$ cat src/rtl/adc_spi_reader.sv
// adc_spi_reader: SPI master that reads 12-bit conversions from a serial ADC
// Ports:
//   clk, rst         - system clock, synchronous active-high reset
//   start            - request one conversion (sampled in IDLE only)
//   continuous       - restart automatically after every frame
//   channel[2:0]     - ADC input channel, latched at frame start
//   adc_cs_n         - ADC chip select (active-low)
//   adc_sclk         - ADC serial clock (idles high)
//   adc_din          - address bits to the ADC
//   adc_dout         - conversion bits from the ADC
//   data[11:0]       - last completed conversion
//   valid            - one-clk pulse when data updates
//   busy             - high from frame start until back in IDLE
module adc_spi_reader #(
    parameter int         CLK_DIV    = 25,
    parameter logic [2:0] DEFAULT_CH = 3'd0
) (
    input  logic        clk,
    input  logic        rst,
    input  logic        start,
    input  logic        continuous,
    input  logic [2:0]  channel,
    output logic        adc_cs_n,
    output logic        adc_sclk,
    output logic        adc_din,
    input  logic        adc_dout,
    output logic [11:0] data,
    output logic        valid,
    output logic        busy
);
    localparam int CW = $clog2(CLK_DIV);
    typedef enum logic [1:0] {IDLE, XFER, DONE, QUIET} state_t;
    state_t      r_state;
    logic [CW-1:0] r_cnt;
    logic [4:0]  r_half;
    logic [2:0]  r_ch;
    logic [11:0] r_shift;
    logic        w_tick;
    logic [3:0]  w_k;
    logic        w_din;
    assign w_tick = r_cnt == CW'(CLK_DIV - 1);
    assign w_k    = r_half[4:1];
    // address bits go out MSB first on bit slots 2..4, zeros elsewhere
    assign w_din  = (w_k == 4'd2) ? r_ch[2] : (w_k == 4'd3) ? r_ch[1] : (w_k == 4'd4) ? r_ch[0] : 1'b0;
    always_ff @(posedge clk) begin
        if (rst) begin
            r_state  <= IDLE;
            r_cnt    <= '0;
            r_half   <= '0;
            r_ch     <= DEFAULT_CH;
            r_shift  <= '0;
            adc_cs_n <= 1'b1;
            adc_sclk <= 1'b1;
            adc_din  <= 1'b0;
            data     <= '0;
            valid    <= 1'b0;
            busy     <= 1'b0;
        end else begin
            valid <= 1'b0;
            case (r_state)
                IDLE: if (start | continuous) begin
                    r_state  <= XFER;
                    r_ch     <= channel;
                    r_cnt    <= '0;
                    r_half   <= '0;
                    adc_cs_n <= 1'b0;
                    busy     <= 1'b1;
                end
                XFER: begin
                    r_cnt <= w_tick ? '0 : r_cnt + 1'b1;
                    // even half-periods end in a falling edge, odd ones in a rising edge
                    if (w_tick) begin
                        r_half <= r_half + 1'b1;
                        if (!r_half[0]) begin
                            adc_sclk <= 1'b0;
                            adc_din  <= w_din;
                        end else begin
                            adc_sclk <= 1'b1;
                            // leading 4 bits fall off the top after 16 shifts
                            r_shift  <= {r_shift[10:0], adc_dout};
                            if (r_half == 5'd31) r_state <= DONE;
                        end
                    end
                end
                DONE: begin
                    data     <= r_shift;
                    valid    <= 1'b1;
                    adc_cs_n <= 1'b1;
                    adc_sclk <= 1'b1;
                    adc_din  <= 1'b0;
                    r_cnt    <= '0;
                    r_half   <= '0;
                    r_state  <= QUIET;
                end
                QUIET: begin
                    r_cnt <= w_tick ? '0 : r_cnt + 1'b1;
                    // two counter wraps give the 2*CLK_DIV quiet gap
                    if (w_tick) begin
                        r_half <= 5'd1;
                        if (r_half[0]) begin
                            r_state <= IDLE;
                            busy    <= 1'b0;
                        end
                    end
                end
                default: r_state <= IDLE;
            endcase
        end
    end
endmodule

$ cat config.mk
export PLATFORM = sky130hd
export DESIGN_NAME = adc_spi_reader
export DESIGN_NICKNAME = d
export VERILOG_FILES = /design/src/rtl/adc_spi_reader.sv
export SDC_FILE = /design/constraint.sdc
export NUM_CORES = 1
export LEC_CHECK = 0
export CORE_MARGIN = 1.5
export CORE_UTILIZATION = 46
export CTS_CLUSTER_DIAMETER = 100
export DETAILED_ROUTE_END_ITERATION = 12
export HOLD_SLACK_MARGIN = 0.03
export PLACE_DENSITY = 0.73
export SETUP_SLACK_MARGIN = 0.1
export SLEW_MARGIN = 20
export SYNTH_ARGS = -nofsm -noshare
export SYNTH_HDL_FRONTEND = slang
export SYNTH_SLANG_ARGS = --single-unit
export TNS_END_PERCENT = 100
$ cat constraint.sdc
create_clock -name clk -period 4.7 [get_ports clk]
set_input_delay 0.94 -clock clk [delete_from_list [all_inputs] [get_ports clk]]
set_output_delay 0.94 -clock clk [all_outputs]
set_load 0.05 [all_outputs]
==> results of run 1 <==
==> metrics by stage <==
stage / util [%] / power [mW] / instances / setup WS, ns / hold WS [ns]
after detailed placement: 54.5 / 0.766 / 281 / 1.97 / 0.452
final: 56.5 / 0.985 / 288 / 2.28 / 0.462
after global routing: 56.5 / 1.04 / 288 / 2.20 / 0.487
after global placement: 54.5 / 0.762 / 281 / 1.99 / 0.449
after CTS: 56.5 / 0.991 / 288 / 2.26 / 0.463
after floorplan: - / 0.692 / 220 / 2.91 / 0.436
==> cell type report <==
type	instances	share of cell area, %
multi-input cells	158	44.2
flip-flops and latches	44	38.2
repair buffers	25	10.7
clock buffers	5	2.98
well taps	50	2.71
inverters	4	0.650
clock inverters	2	0.542
==> metal layers <==
| layer | share of wire, % | track usage [%] |
|---|---|---|
| met4 | 0.97 | 6.86 |
| met2 | 46 | 26.1 |
| met5 | 0 | 0 |
| met1 | 50 | 23.4 |
| met3 | 3.8 | 5.36 |
==> placed cells by master (no fill, tap or decap), types with 4 or more instances in the layout <==
| cell | n |
|---|---|
| dfxtp_1 | 44 |
| nand2_1 | 31 |
| clkdlybuf4s50_1 | 24 |
| nor2_1 | 22 |
| a21oi_1 | 17 |
| mux2i_1 | 16 |
| a21oi_2 | 10 |
| ha_1 | 9 |
| nand3_1 | 8 |
| clkbuf_8 | 5 |
| inv_1 | 4 |
| nor3_1 | 4 |
==> power breakdown <==
group / internal (mW) / switching [mW]
Sequential: 0.400 / 0.0213
Clock: 0.101 / 0.125
Combinational: 0.130 / 0.207
Total: 0.631 / 0.353
==> cell families (layout without fill, tap and decap cells) <==
family	Yosys count	count (layout)	share of synthesized area, %
AO/OA/AOI/OAI	43	43	14.3
multiplexers	16	16	8.03
AND/OR/NAND/NOR	90	90	23.2
flip-flops	44	44	44.2
adder cells (fa/ha/maj)	9	9	5.65
buffers and inverters	18	36	4.58
==> synth_stat cells (3+ instances only) <==
| master | number |
|---|---|
| dfxtp_1 | 44 |
| nand2_1 | 31 |
| nor2_1 | 22 |
| a21oi_1 | 17 |
| mux2i_1 | 16 |
| a21oi_2 | 10 |
| ha_1 | 9 |
| nand3_1 | 8 |
| buf_2 | 7 |
| clkbuf_1 | 4 |
| inv_1 | 4 |
| nor3_1 | 4 |
| nand2b_1 | 3 |
| nand4b_1 | 3 |
| o21ai_0 | 3 |
| o21ai_1 | 3 |
==> path summary, 6_finish.rpt <==
| kind | from | end | slack (ns) | depth (start not counted) |
|---|---|---|---|---|
| max | adc_cs_n | adc_cs_n | 2.28 | 1 |
| min | r_shift[11] | r_shift[11] | 0.46 | 2 |
| max reg2reg | r_state[1] | r_half[2] | 2.79 | 6 |
| min reg2reg | r_shift[11] | r_shift[11] | 0.46 | 2 |
==> state kept, by name, indices dropped and copies added, names as in the netlist <==
register and cells:
r_state 2, adc_cs_n 1, adc_din 1, r_shift 12, data 12, valid 1
r_half 5, adc_sclk 1, busy 1, r_cnt 5, r_ch 3
==> worst min-delay path: stages, from the launching register on <==
cell and delay [ns]:
dfxtp_1 0.32, nand2_1 0.05, a21oi_1 0.05
==> flow_summary.ini, run 1 <==
[routing]
first_pass_iters = 4
drcViolationCount = 0
wire_per_inst_um = 12.9
via_per_inst = 5.43
via_count = 1564
drtIter0Drc = 71
ant_nets = 0
drt-total-wl_mm = 3.73

[clock_tree]
cts_root_buf = clkbuf_8
clk_pin_slew_ns = 0.08
cts_inserted_buffers = 5
cts_hold_buf = 0
cts_setup_buffers = 0
cts_resized = 0
tritoncts = yes
cts.sink_count = 44
clock_latency_ns = 0.29
cts_max_level = 2
clock_path_buffers = 2

[critical_path]
crit_fanout = 3
cp_top_family = buffers and inverters
worst_path_max_delay_cell = clkdlybuf4s50_1
cp-end-kind = output port
max_stage_delay_ns = 0.83
path_buf_inv = 1
cp.arrival_ns = 1.48
crit_chain = clkdlybuf4s50_1
cp_data_required_time_ns = 3.76
start_kind = flop
path_class = reg -> out

[floorplanning]
rows = 23
pin_count = 25
initial_core_util_pct = 48.8
die-area_mm2 = 0.00474
core_mm2 = 0.00409
die_w_um = 68.8
die_y_um = 68.8

[power_and_ir_drop]
cellLeakagePower_nw = 0.784
p_per_area_mw_per_mm2 = 427
ir_worst_vdd_mv = 0.232

[synth]
synth_area_mm2 = 0.00199
synth_area_leader_cell = dfxtp_1
synth_edf_count = 0
syn_nets = 237
synthCells = 220
synth.area.top_cells = dfxtp_1 44%, mux2i_1 8.0%, nand2_1 5.8%, ha_1 5.6%, a21oi_2 4.4%
synth_cell_types = 41
yosysSeqAreaShare_pct = 44.2
netlist.area_leader.share_pct = 44.2
ys_seq_elements = 44
async_flop_share_pct = 0
yosys_warnings = 0
synth_area_per_cell_um2 = 9.06
ys.flop_type = dfxtp_1

[finish]
final_cell_area_mm2 = 0.00231
regArea_um2 = 881
layout-drive-gt1-share_pct = 11.3
nFillCells = 369
nets = 255
multi_input_area_mm2 = 0.00102
syn2layout_area_growth_pct = 15.8
diodes = 0

[status]
outcome = complete, no violations

[grt]
grt_pass1_wl_mm = 6.15
grt_usage_pct = 17.4
grt_max_degree = 26
antenna_found_initial = 0
grt-ovfl-total = 0
first_global_vias = 1383

[placement]
gpl.final_weighted_congestion = 0.799
place_area_mm2 = 0.00223
portBuffers = 24
dp_hpwl_mm = 2.47

[sta]
final.setup_skew_ns = 0.00363
setup_viol = 0
max_slew_margin_pct = 33.3
slew_viol_final = 0
worst_pin_slew_ns = 0.997
finalCriticalPeriod_ns = 2.42
period_share_pct = 51.6
fmax_mhz = 412
fin_tns_setup_ns = 0
finalHoldViolCount = 0
grt_setup_unrepaired = false

[worst_hold_path]
hold_class = reg -> reg

[flow_run]
cap_violations = 0
Power figures use the tool's default switching activity.
==> run 2, diff against run 1 <==
--- a/config.mk
+++ b/config.mk
@@ -10,7 +10,7 @@
 export CTS_CLUSTER_DIAMETER = 100
 export DETAILED_ROUTE_END_ITERATION = 12
 export HOLD_SLACK_MARGIN = 0.03
-export PLACE_DENSITY = 0.73
+export PLACE_DENSITY = 0.76
 export SETUP_SLACK_MARGIN = 0.1
 export SLEW_MARGIN = 20
 export SYNTH_ARGS = -nofsm -noshare
==> constraint.sdc (replaced) <==
create_clock -name clk -period 2.01 [get_ports clk]
set_input_delay 0.402 -clock clk [delete_from_list [all_inputs] [get_ports clk]]
set_output_delay 0.402 -clock clk [all_outputs]
set_load 0.05 [all_outputs]
==> run 2 against run 1 <==
Net effect:
- combinational power increased by 150%
- clock-buffer cell count up 1
- routed wire length is 8.6% higher
- first-iteration DRC count is 48% higher
- power grew to 2.6 times the previous value
- sequential power increased by 130%
- highest routed layer unchanged
- utilization is 3.0 points higher
- clock skew down 0.0010 ns
- critical path depth did not move
==> flow_summary.ini, run 2 (synthesis results as in run 1) <==
[sta]
finalHoldViolCount = 0
final.setup_skew_ns = 0.00259
finalCriticalPeriod_ns = 1.86
worst_pin_slew_ns = 0.528
whs_ns = 0.458
slew_viol_final = 0
max_slew_margin_pct = 64.7
setup_viol = 0
grt_setup_unrepaired = false
period_share_pct = 92.7
fin_tns_setup_ns = 0
fmax_mhz = 537

[grt]
first_global_vias = 1531
grt_pass1_wl_mm = 6.93
busiest_layer = met2
grt_usage_pct = 19.8
antenna_found_initial = 0
use_met3_pct = 6.01
grt_max_degree = 23
met1_usage_pct = 24.5
grt.met2_usage_pct = 32.2
grt-ovfl-total = 0

[critical_path]
crit_chain = clkdlybuf4s50_1
max_stage_delay_ns = 0.81
cp.arrival_ns = 1.46
worst_path_max_delay_cell = clkdlybuf4s50_1
path_buf_inv = 1
cp-end-kind = output port
cp_top_family = buffers and inverters
start_kind = flop
cp_data_required_time_ns = 1.61
path_class = reg -> out
crit_fanout = 2

[floorplanning]
pin_count = 25
initial_core_util_pct = 48.8
rows = 23
die_y_um = 68.8
die-area_mm2 = 0.00474
die_w_um = 68.8
core_mm2 = 0.00409

[finish]
final_cell_area_mm2 = 0.00243
diodes = 0
final_util_pct = 59.5
syn2layout_area_growth_pct = 22.0
nFillCells = 367
fin_cells = 298
nets = 264
final_common_cell = dfxtp_1
final_cell_mix = 44 x dfxtp_1, 31 x nand2_1, 22 x nor2_1
multi_input_area_mm2 = 0.00102
layout-drive-gt1-share_pct = 14.9
regArea_um2 = 881
reg.largest.list = data x12, r_shift x12

[clock_tree]
cts_hold_buf = 0
clock_path_buffers = 2
cts_root_buf = clkbuf_8
cts.sink_count = 44
cts_setup_buffers = 0
cts_max_level = 2
tritoncts = yes
cts_inserted_buffers = 5
clk_pin_slew_ns = 0.08
clock_latency_ns = 0.30

[power_and_ir_drop]
ir_worst_vdd_mv = 0.654
p_per_area_mw_per_mm2 = 1040
cellLeakagePower_nw = 0.865

[routing]
drt-total-wl_mm = 4.05
drcViolationCount = 0
first_pass_iters = 4
wire_per_inst_um = 13.6
ant_nets = 0
via_per_inst = 5.46
via_count = 1626
drtIter0Drc = 105

[placement]
post-place-cells = 290
place_area_mm2 = 0.00231
portBuffers = 24
dp_hpwl_mm = 2.78
gpl.final_weighted_congestion = 0.818

[flow_run]
cap_violations = 0

[status]
outcome = complete, no violations

[worst_hold_path]
hold_class = reg -> reg
-- run 2: cell type report --
| type | instances | area share, % |
|---|---|---|
| inverter | 4 | 0.617 |
| tap | 50 | 2.57 |
| multi-input combinational | 158 | 42.0 |
| clock buffer | 6 | 3.40 |
| timing repair buffer | 34 | 13.6 |
| sequential | 44 | 36.2 |
| clock inverter | 2 | 1.59 |
-- run 2: worst paths after layout --
path / from / endpoint / slack (ns) / cells past startpoint
worst max-delay path: data[7] / data[7] / 0.15 / 1
worst min-delay path: r_shift[11] / r_shift[11] / 0.46 / 2
worst max register to register: r_half[1] / r_state[0] / 0.31 / 7
worst min register to register: r_shift[11] / r_shift[11] / 0.46 / 2
-- run 2: layer usage --
metal	share of wire (%)	wire length, um
met5	0	0
met4	2.4	97
met3	4.8	193
met2	48	1940
met1	45	1820
-- run 2: stage by stage --
step / worst slack, ns / total power, mW
2_1_floorplan: 0.430 / 1.62
3_3_place_gp: 0.212 / 1.83
3_5_place_dp: 0.149 / 1.84
4_1_cts: 0.103 / 2.56
5_1_grt: 0.102 / 2.69
6_report: 0.148 / 2.54
-- run 2: what timing repair did --
action                                 CTS  global route
resized for setup                        1             2
pin swaps                                0             0
endpoints found under the hold margin    0             0
setup endpoints to repair                1             2
-- run 2: power by group --
part | switching [mW] | internal (mW)
Sequential | 0.0446 | 0.935
Combinational | 0.499 | 0.343
Clock | 0.311 | 0.406
